`src/rtl/btn_pkg.sv`:
```
// Shared types and default timing for the button pulse generator.
package btn_pkg;

   typedef enum logic [1:0] {
      RELEASED     = 2'd0,
      PRESS_WAIT   = 2'd1,
      PRESSED      = 2'd2,
      RELEASE_WAIT = 2'd3
   } btn_state_t;

   localparam int DEF_N_BTN           = 3;
   localparam int DEF_DEBOUNCE_CYCLES = 500000;    // 10 ms at 50 MHz
   localparam int DEF_REPEAT_DELAY    = 25000000;  // 500 ms at 50 MHz
   localparam int DEF_REPEAT_PERIOD   = 5000000;   // 100 ms at 50 MHz

   function automatic int max3(input int a, input int b, input int c);
      int m;
      m = a;
      if (b > m) m = b;
      if (c > m) m = c;
      return m;
   endfunction

   // One spare bit above the largest terminal count keeps saturation clear of it.
   function automatic int cnt_width(input int d, input int r, input int p);
      return $clog2(max3(d, r, p)) + 1;
   endfunction

endpackage

```
`src/rtl/btn_debounce_ch.sv`:
```
// One button channel: 2-flop synchronizer, debounce FSM, press/release pulses.
// Optional auto-repeat of the press pulse is built when BTN_AUTOREPEAT_EN is defined.
module btn_debounce_ch
   import btn_pkg::*;
#(
   parameter int DEBOUNCE_CYCLES = DEF_DEBOUNCE_CYCLES,
   parameter int REPEAT_DELAY    = DEF_REPEAT_DELAY,
   parameter int REPEAT_PERIOD   = DEF_REPEAT_PERIOD
) (
   input  logic clk,
   input  logic rst,
   input  logic btn_n,
   output logic key_level,
   output logic key_press,
   output logic key_release
);

   localparam int CNT_W = cnt_width(DEBOUNCE_CYCLES, REPEAT_DELAY, REPEAT_PERIOD);
   localparam logic [CNT_W-1:0] DEB_LAST = CNT_W'(DEBOUNCE_CYCLES - 1);
`ifdef BTN_AUTOREPEAT_EN
   localparam logic [CNT_W-1:0] DLY_LAST = CNT_W'(REPEAT_DELAY - 1);
   localparam logic [CNT_W-1:0] PER_LAST = CNT_W'(REPEAT_PERIOD - 1);
`endif

   function automatic logic [CNT_W-1:0] sat_inc(input logic [CNT_W-1:0] v);
      if (&v) return v;
      return v + CNT_W'(1);
   endfunction

   logic             sync_p0;
   logic             sync_p1;
   btn_state_t       state_q;
   btn_state_t       state_d;
   logic [CNT_W-1:0] cnt_q;
   logic [CNT_W-1:0] cnt_d;
   logic             press_q;
   logic             press_d;
   logic             release_q;
   logic             release_d;
`ifdef BTN_AUTOREPEAT_EN
   logic             rep_q;
   logic             rep_d;
`endif

   // Synchronizer stage: presets to released so reset never looks like a press.
   always_ff @(posedge clk or posedge rst) begin
      if (rst) begin
         sync_p0 <= 1'b1;
         sync_p1 <= 1'b1;
      end else begin
         sync_p0 <= btn_n;
         sync_p1 <= sync_p0;
      end
   end

   // FSM stage: state, counter and registered pulses.
   always_ff @(posedge clk or posedge rst) begin
      if (rst) begin
         state_q   <= RELEASED;
         cnt_q     <= '0;
         press_q   <= 1'b0;
         release_q <= 1'b0;
`ifdef BTN_AUTOREPEAT_EN
         rep_q     <= 1'b0;
`endif
      end else begin
         state_q   <= state_d;
         cnt_q     <= cnt_d;
         press_q   <= press_d;
         release_q <= release_d;
`ifdef BTN_AUTOREPEAT_EN
         rep_q     <= rep_d;
`endif
      end
   end

   always_comb begin
      state_d   = state_q;
      cnt_d     = sat_inc(cnt_q);
      press_d   = 1'b0;
      release_d = 1'b0;
`ifdef BTN_AUTOREPEAT_EN
      rep_d     = rep_q;
`endif
      case (state_q)
         RELEASED: begin
            cnt_d = '0;
            if (!sync_p1) state_d = PRESS_WAIT;
         end
         PRESS_WAIT: begin
            if (sync_p1) begin
               state_d = RELEASED;
               cnt_d   = '0;
            end else if (cnt_q == DEB_LAST) begin
               state_d = PRESSED;
               cnt_d   = '0;
               press_d = 1'b1;
`ifdef BTN_AUTOREPEAT_EN
               rep_d   = 1'b0;
`endif
            end
         end
         PRESSED: begin
            if (sync_p1) begin
               state_d = RELEASE_WAIT;
               cnt_d   = '0;
            end else begin
`ifdef BTN_AUTOREPEAT_EN
               // First repeat waits the long delay, later ones the short period.
               if (rep_q ? (cnt_q == PER_LAST) : (cnt_q == DLY_LAST)) begin
                  press_d = 1'b1;
                  cnt_d   = '0;
                  rep_d   = 1'b1;
               end
`else
               cnt_d = '0;
`endif
            end
         end
         RELEASE_WAIT: begin
            if (!sync_p1) begin
               // Bounce on release: fall back to held without a new press pulse.
               state_d = PRESSED;
               cnt_d   = '0;
`ifdef BTN_AUTOREPEAT_EN
               rep_d   = 1'b0;
`endif
            end else if (cnt_q == DEB_LAST) begin
               state_d   = RELEASED;
               cnt_d     = '0;
               release_d = 1'b1;
            end
         end
         default: begin
            state_d = RELEASED;
            cnt_d   = '0;
         end
      endcase
   end

   assign key_press   = press_q;
   assign key_release = release_q;
   assign key_level   = (state_q == PRESSED) || (state_q == RELEASE_WAIT);

endmodule

```
`src/rtl/btn_pulse_gen.sv`:
```
// Multi-channel button debouncer producing level, press and release outputs.
// Auto-repeat of btn_press is compiled in only with BTN_AUTOREPEAT_EN defined.
module btn_pulse_gen
   import btn_pkg::*;
#(
   parameter int N_BTN           = DEF_N_BTN,
   parameter int DEBOUNCE_CYCLES = DEF_DEBOUNCE_CYCLES,
   parameter int REPEAT_DELAY    = DEF_REPEAT_DELAY,
   parameter int REPEAT_PERIOD   = DEF_REPEAT_PERIOD
) (
   input  logic             clk,
   input  logic             rst,
   input  logic [N_BTN-1:0] btn_n,
   output logic [N_BTN-1:0] btn_level,
   output logic [N_BTN-1:0] btn_press,
   output logic [N_BTN-1:0] btn_release
);

   // Channels share nothing but clock and reset, so presses never arbitrate.
   for (genvar i = 0; i < N_BTN; i++) begin : g_ch
      btn_debounce_ch #(
         .DEBOUNCE_CYCLES (DEBOUNCE_CYCLES),
         .REPEAT_DELAY    (REPEAT_DELAY),
         .REPEAT_PERIOD   (REPEAT_PERIOD)
      ) u_ch (
         .clk         (clk),
         .rst         (rst),
         .btn_n       (btn_n[i]),
         .key_level   (btn_level[i]),
         .key_press   (btn_press[i]),
         .key_release (btn_release[i])
      );
   end

endmodule

```
`config.mk`:
```
export PLATFORM = sky130hd
export DESIGN_NAME = btn_pulse_gen
export DESIGN_NICKNAME = d
export VERILOG_FILES = /design/src/rtl/btn_pkg.sv /design/src/rtl/btn_debounce_ch.sv /design/src/rtl/btn_pulse_gen.sv
export SDC_FILE = /design/constraint.sdc
export NUM_CORES = 1
export LEC_CHECK = 0
export BUFFER_PORTS_ARGS = -buffer_cell sky130_fd_sc_hd__buf_4
export CAP_MARGIN = 10
export CORE_ASPECT_RATIO = 1.25
export CORE_MARGIN = 3
export CORE_UTILIZATION = 46
export CTS_BUF_LIST = sky130_fd_sc_hd__clkbuf_4
export DETAILED_ROUTE_END_ITERATION = 6
export PLACE_DENSITY = 0.65
export SLEW_MARGIN = 20
export SYNTH_ARGS = -nofsm -noshare
export SYNTH_HDL_FRONTEND = slang
export SYNTH_SLANG_ARGS = --single-unit
export TNS_END_PERCENT = 100
```
`constraint.sdc`:
```
create_clock -name clk -period 5 [get_ports clk]
set_input_delay 0.25 -clock clk [delete_from_list [all_inputs] [get_ports clk]]
set_output_delay 0.25 -clock clk [all_outputs]
set_load 0.02 [all_outputs]
```
# --- Word level (Yosys, flattened, before mapping) ---
# Cells that the tools add are included.
classes:
  n_addsub: 3
  multipliers: 0
  div_mod_pow: 0
  magnitude_cmp: 0
  n_eq_ne: 24
  shift: 0
  muxes: 57
  bitwise: 0
  n_reduce_logical: 15
ops:
  columns: ["cell", "count"]
  rows:
  - ["two-way mux 26 bit", 15]
  - ["one-hot mux 26 bit (3 select lines)", 3]
  - ["adder 26 x 1 -> 26 bit, second input constant", 3]
  - ["equality test 26 x 19 -> 1 bit, second input constant", 3]
  - ["AND reduction 26 bit", 3]
  - ["two-way mux 2 bit", 18]
  - ["one-hot mux 2 bit (4 select lines)", 3]
  - ["two-way mux 1 bit", 18]
  - ["equality test 2 bit, second input constant", 6]
  - ["AND reduction 4 bit", 3]
  - ["!= test 3 x 1 -> 1 bit, second input constant", 3]
  - ["!= test 3 bit, second input constant", 3]
  - ["equality test 2 x 1 -> 1 bit, second input constant", 3]
  - ["zero test 2 bit", 3]
  - ["!= test 2 x 1 -> 1 bit, second input constant", 3]
  - ["!= test 2 bit, second input constant", 3]
  - ["OR reduction 2 bit", 3]
  - ["logical OR 1 bit", 3]
totals:
  regBits: 96
  latchBits: 0
  ram_bits: 0
  rom_bits: 0
  inputBits: 5
  out_inout_bits: 9
  word_cells: 117
  memories: 0

# --- Depth between registers and ports, before layout ---
logic_depth:
  word_depth: 6
  depth_mapped: 8
  ltp_nobuf: 6

# --- Cells and area by module ---
# A second synthesis with hierarchy kept.
unflattened:
  hier_cells: 561
  area_unflattened_um2: 5341.4
modules_own_cells:
  columns: ["module", "n_inst", "cells_each", "area_each_um2"]
  rows:
  - ["btn_debounce_ch at g_ch[0].u_ch ...", 2, 191, 1783.0]
  - ["btn_debounce_ch at g_ch[2].u_ch", 1, 179, 1775.5]

# --- Least setup slack after synthesis ---
# OpenSTA, ideal clock, no wires.
synth_timing:
  kind: "register -> register"
  from: "register g_ch[0].u_ch.cnt_q[0]"
  to: "register g_ch[0].u_ch.cnt_q[24]"
  setup_time_ns: 0.130
  arrival_time_ns: 1.853
  required_time_ns: 4.870
  path_slack_ns: 3.017
  stages_incl_launch_ff: 9
  n_path_buf: 2
  period_less_slack_ns: 1.983
  path_cell_list: "dfrtp_1 ha_1 nor4b_1 nand4_1 nor4_1 or2_1 buf_2 buf_2 a211oi_1"
synth_between:
  elab_chain_len: 6
  elab_cells_between_ends: 9
synth_lines:
  columns: ["element", "line", "rtl"]
  rows:
  - ["start, declared", "btn_debounce_ch.sv:34", "logic [CNT_W-1:0] cnt_q;"]
  - ["start signal, assigned", "btn_debounce_ch.sv:68", "cnt_q <= cnt_d;"]
  - ["parallel branches: the longest is 3 deep, another holds adder 26 x 1 -> 26 bit", null, null]
  - ["two-way mux 26 bit (*)", "btn_debounce_ch.sv:94, btn_debounce_ch.sv:128", null]
  - ["two-way mux 26 bit, on equally long branches", "btn_debounce_ch.sv:121, btn_debounce_ch.sv:91", null]
  - ["one-hot mux 26 bit (3 select lines) (*)", "btn_debounce_ch.sv:85", "case (state_q)"]
  - ["via g_ch[0].u_ch.cnt_d[24]", "btn_debounce_ch.sv:35", "logic [CNT_W-1:0] cnt_d;"]
# Mark *: on every way through the listed nets, which the timed path passes.
# A chain may end at the register's enable or synchronous reset.

# --- Worst setup path after layout ---
layout_timing:
  from: "register g_ch[0].u_ch.cnt_q[0]"
  to: "register g_ch[0].u_ch.cnt_q[5]"
# The elaborated chain is that of the path after synthesis.

==> impl_metrics.prom <==
# TYPE chip_impl_metric gauge
chip_impl_metric{name="grt_first_pass_wirelength",unit="mm"} 18.53
chip_impl_metric{name="firstDrtPassIters",unit=""} 5
chip_impl_info{name="setup_repair_after_global_routing_missed_its_margin",value="false"} 1
chip_impl_metric{name="timing.final.crit_period",unit="ns"} 2.768
chip_impl_metric{name="via_per_inst",unit=""} 6.025
chip_impl_metric{name="proportion_of_synthesized_chip_area_in_sequential_cells",unit="%"} 47.40
chip_impl_metric{name="syn_inst",unit=""} 536
chip_impl_metric{name="grt_max_degree",unit=""} 62
chip_impl_metric{name="buffer_ports.inserted",unit=""} 13
chip_impl_metric{name="fin_worst_skew",unit="ns"} 0.02116
chip_impl_metric{name="grt_antenna_before_repair",unit=""} 0
chip_impl_info{name="yosys.area.top_type",value="sky130_fd_sc_hd__dfrtp_1"} 1
chip_impl_metric{name="utilization",unit="%"} 50.22
chip_impl_info{name="r2r_end",value="g_ch[0].u_ch.cnt_q[5]"} 1
chip_impl_metric{name="asyncSetResetFlopFracSynth",unit="%"} 100.0
chip_impl_metric{name="global_route.usage.met3",unit="%"} 3.950
chip_impl_info{name="holdCritPathClass",value="input pin to async pin"} 1
chip_impl_metric{name="pin_count",unit=""} 14
chip_impl_metric{name="n_antenna_cell",unit=""} 0
chip_impl_metric{name="initial_core_utilization",unit="%"} 47.65
chip_impl_metric{name="share_clk_of_total_power",unit="%"} 33.6
chip_impl_metric{name="fp.dieArea",unit="sq um"} 12360
chip_impl_metric{name="synth_enable_flop_cells",unit=""} 0
chip_impl_info{name="postSynth.topFlopCell",value="sky130_fd_sc_hd__dfrtp_1"} 1
chip_impl_metric{name="cp_data_arrival_time",unit="ns"} 3.07
chip_impl_metric{name="cts-root-to-sink-buffers",unit=""} 2
chip_impl_metric{name="post-route-drc-count",unit=""} 0
chip_impl_metric{name="grt_util_all_layers",unit="%"} 18.34
chip_impl_metric{name="dp.final_hpwl",unit="mm"} 7.102
chip_impl_metric{name="synth.ff_latch_count",unit=""} 96
chip_impl_metric{name="post_synth_instance_area",unit="sq um"} 5084
chip_impl_metric{name="grt_overflow_total",unit=""} 0
chip_impl_metric{name="coreArea",unit="sq um"} 10670
chip_impl_metric{name="timing.critical_path.required",unit="ns"} 5.30
chip_impl_metric{name="power_density",unit="nW/um^2"} 233.1
chip_impl_metric{name="synthesis.nets",unit=""} 544
chip_impl_metric{name="cell_internal_pwr",unit="W"} 0.0009472
chip_impl_metric{name="p_comb_share",unit="%"} 3.2
chip_impl_metric{name="final_slew_violations",unit=""} 0
chip_impl_metric{name="total_number_of_h_tree_levels",unit=""} 3
chip_impl_metric{name="switching_power",unit="W"} 0.0003015
chip_impl_info{name="status",value="complete, no violations"} 1
chip_impl_metric{name="worst-path-max-fanout",unit=""} 25
chip_impl_metric{name="reg2regPathDepth",unit=""} 6
chip_impl_metric{name="cts.sink_count",unit=""} 96
chip_impl_metric{name="fp.dieW",unit="um"} 100.0
chip_impl_metric{name="power.share.switching",unit="%"} 24.15
chip_impl_metric{name="dr.first_iter.drc_count",unit=""} 364
chip_impl_info{name="r2r_start",value="g_ch[0].u_ch.cnt_q[0]"} 1
chip_impl_metric{name="worst_slew_pin_slew",unit="ns"} 1.027
chip_impl_metric{name="synth-warning-count",unit=""} 0
chip_impl_metric{name="syn_to_final_growth",unit="%"} 5.390
chip_impl_info{name="globalRoute.busiestLayer",value="met2"} 1
chip_impl_info{name="ctsRootBufferMaster",value="sky130_fd_sc_hd__clkbuf_4"} 1
chip_impl_metric{name="final.period_utilization",unit="%"} 55.37
chip_impl_metric{name="total_neg_setup_slack",unit="ns"} 0
chip_impl_metric{name="design.final.nets",unit=""} 542
chip_impl_metric{name="post_route_cells_drive_above_1_share",unit="%"} 12.06
chip_impl_metric{name="globalplace.congestion",unit=""} 0.8515
chip_impl_metric{name="synth.distinct_cells",unit=""} 55
chip_impl_metric{name="r2r_setup_slack",unit="ns"} 2.23
chip_impl_info{name="synth_top_cells_by_area",value="sky130_fd_sc_hd__dfrtp_1 (44%), sky130_fd_sc_hd__nor2_1 (5.1%), sky130_fd_sc_hd__xor2_1 (4.7%), sky130_fd_sc_hd__dfstp_2 (3.1%), sky130_fd_sc_hd__nand4_1 (2.8%)"} 1
chip_impl_info{name="setup.worst_path.class",value="flop to flop"} 1
chip_impl_metric{name="report.final.hold_viol_count",unit=""} 0
chip_impl_metric{name="routed_length_per_instance",unit="um"} 15.69
chip_impl_metric{name="post-synth-top-area-fraction",unit="%"} 44.30
chip_impl_metric{name="p_leak",unit="nW"} 2.014
chip_impl_info{name="critical_path.startpoint_type",value="flop"} 1
chip_impl_metric{name="num_vias",unit=""} 4043
chip_impl_metric{name="cap_viol_max_count",unit=""} 0
chip_impl_metric{name="detail-route-antenna-nets",unit=""} 0
chip_impl_metric{name="slew-limit-headroom",unit="%"} 31.53
chip_impl_metric{name="drt-total-wl",unit="mm"} 10.53
chip_impl_metric{name="clk_pin_slew_worst_paths",unit="ns"} 0.15
chip_impl_metric{name="synthesis.area_per_instance",unit="sq um"} 9.484
chip_impl_info{name="end_kind",value="flop"} 1
chip_impl_metric{name="first_global_vias",unit=""} 3974
chip_impl_metric{name="global_route.usage.met2",unit="%"} 30.72
chip_impl_metric{name="die_boundary_height",unit="um"} 123.5
chip_impl_metric{name="cts_inserted_buffers",unit=""} 9
chip_impl_metric{name="grt.met1_usage",unit="%"} 23.84
chip_impl_metric{name="fmax",unit="GHz"} 0.3612
chip_impl_metric{name="vdd.ir_drop.worst",unit="V"} 0.0001587
chip_impl_info{name="tritoncts",value="yes"} 1
chip_impl_metric{name="final_setup_violations",unit=""} 0
chip_impl_metric{name="seq_power_share",unit="%"} 63.2
chip_impl_metric{name="worstSkewPairLatency",unit="ns"} 0.46
chip_impl_metric{name="rows",unit=""} 42
cells in the final DEF (no fill, tap or decap), types with 13 or more instances in the layout:
cell,instances
sky130_fd_sc_hd__a21oi_1,23
sky130_fd_sc_hd__buf_4,14
sky130_fd_sc_hd__dfrtp_1,90
sky130_fd_sc_hd__nand2_1,38
sky130_fd_sc_hd__nand3_1,20
sky130_fd_sc_hd__nand4_1,23
sky130_fd_sc_hd__nor2_1,69
sky130_fd_sc_hd__nor3_1,23
sky130_fd_sc_hd__o21ai_0,15
sky130_fd_sc_hd__or3_1,17
sky130_fd_sc_hd__xnor2_1,13
sky130_fd_sc_hd__xor2_1,27
routing by layer:
metal  routed length, um  part of all wire [%]  vias up
li1                    -                     -     1953
met1                4726                    45     1980
met2                5205                    49      101
met3                 439                   4.2        9
met4                 154                   1.5        0
met5                   0                     0        -
cells in the mapped netlist, types with 7 or more instances:
library cell,count
sky130_fd_sc_hd__o211ai_1,7
sky130_fd_sc_hd__and2_1,7
sky130_fd_sc_hd__dfrtp_1,90
sky130_fd_sc_hd__inv_1,10
sky130_fd_sc_hd__o2111ai_1,11
sky130_fd_sc_hd__a21oi_1,23
sky130_fd_sc_hd__nand3_1,20
sky130_fd_sc_hd__nor2_1,69
sky130_fd_sc_hd__o21ai_0,15
sky130_fd_sc_hd__xor2_1,27
sky130_fd_sc_hd__or3_1,17
sky130_fd_sc_hd__xnor2_1,13
sky130_fd_sc_hd__o21ai_1,12
sky130_fd_sc_hd__nand2_1,38
sky130_fd_sc_hd__nor4_1,9
sky130_fd_sc_hd__nor4b_1,7
sky130_fd_sc_hd__a31oi_1,7
sky130_fd_sc_hd__clkbuf_1,12
sky130_fd_sc_hd__buf_4,10
sky130_fd_sc_hd__nand4_1,23
sky130_fd_sc_hd__or4_1,7
sky130_fd_sc_hd__nor3_1,23
sky130_fd_sc_hd__buf_2,7
power by group through the flow:
| stage | clock (W) | combinational, W | sequential [W] |
|---|---|---|---|
| final | 0.000420 | 0.0000394 | 0.000790 |
| after global routing | 0.000472 | 0.0000452 | 0.000791 |
| after CTS | 0.000440 | 0.0000412 | 0.000790 |
| after detailed placement | 0 | 0.0000388 | 0.000804 |
| after global placement | 0 | 0.0000378 | 0.000804 |
| after floorplan | 0 | 0.0000282 | 0.000803 |
state kept, by name, summed over array words and instances (netlist names), named ones only:
register	cells
g_ch.u_ch.sync_p1	3
g_ch.u_ch.key_press	3
g_ch.u_ch.state_q	3
g_ch.u_ch.cnt_q	78
g_ch.u_ch.sync_p0	3
g_ch.u_ch.key_release	3
cell type report:
type | count | area, sq um
Inverter | 10 | 40.04
Timing Repair Buffer | 18 | 145.1
Tap cell | 132 | 165.2
Clock inverter | 7 | 71.32
Fill cell | 985 | 5310
Sequential cell | 96 | 2410
Multi-Input combinational cell | 399 | 2459
Clock buffer | 9 | 67.56
worst max-delay path, stage by stage (launching register included):
cell and delay (ns):
sky130_fd_sc_hd__dfrtp_1 0.44, sky130_fd_sc_hd__ha_1 0.25, sky130_fd_sc_hd__nor4b_1 0.29, sky130_fd_sc_hd__nand4_1 0.17, sky130_fd_sc_hd__nor4_1 0.46, sky130_fd_sc_hd__or2_1 0.86
sky130_fd_sc_hd__nor3_1 0.14
through the flow:
stage / worst slack (ns) / instance area [sq um] / cells / hold WS [ns] / power, W
3_5_place_dp: 2.297 / 5179 / 651 / 0.3078 / 0.0008427
2_1_floorplan: 2.255 / 5084 / 536 / 0.2545 / 0.0008310
3_3_place_gp: 2.418 / 5179 / 651 / 0.3005 / 0.0008413
4_1_cts: 2.284 / 5358 / 671 / 0.3309 / 0.001271
6_report: 2.232 / 5358 / 671 / 0.3457 / 0.001249
5_1_grt: 1.909 / 5358 / 671 / 0.3513 / 0.001308
worst max path at each step:
stage                                startpoint               endpoint  slack (ns)  cells past startpoint
after CTS                 g_ch[0].u_ch.cnt_q[0]  g_ch[0].u_ch.cnt_q[5]        2.28                      6
after global placement    g_ch[0].u_ch.cnt_q[0]  g_ch[0].u_ch.cnt_q[2]        2.42                      6
final                     g_ch[0].u_ch.cnt_q[0]  g_ch[0].u_ch.cnt_q[5]        2.23                      6
after floorplan                             rst              async pin        2.25                      1
after detailed placement  g_ch[0].u_ch.cnt_q[0]  g_ch[0].u_ch.cnt_q[5]        2.30                      6
after global routing      g_ch[0].u_ch.cnt_q[0]  g_ch[0].u_ch.cnt_q[4]        1.91                      6
kinds of logic (layout without fill, tap and decap cells):
kind of cell    after synthesis  count (layout)  share of synthesized area (%)
compound gates               96              96                          12.53
xor+xnor                     40              40                          6.892
fa+ha+maj                     3               3                         0.7384
buf+inv                      41              44                          4.233
flops                        96              96                          47.40
mux                           6               6                          1.206
simple gates                254             254                          27.00
timing repair:
item / in CTS / in global routing
endpoints found under the hold margin: 36 / 0
hold buffers: 4 / 0
buffers inserted: 0 / 0
gates resized for setup: 0 / 0
(Power assumes the default switching activity.)
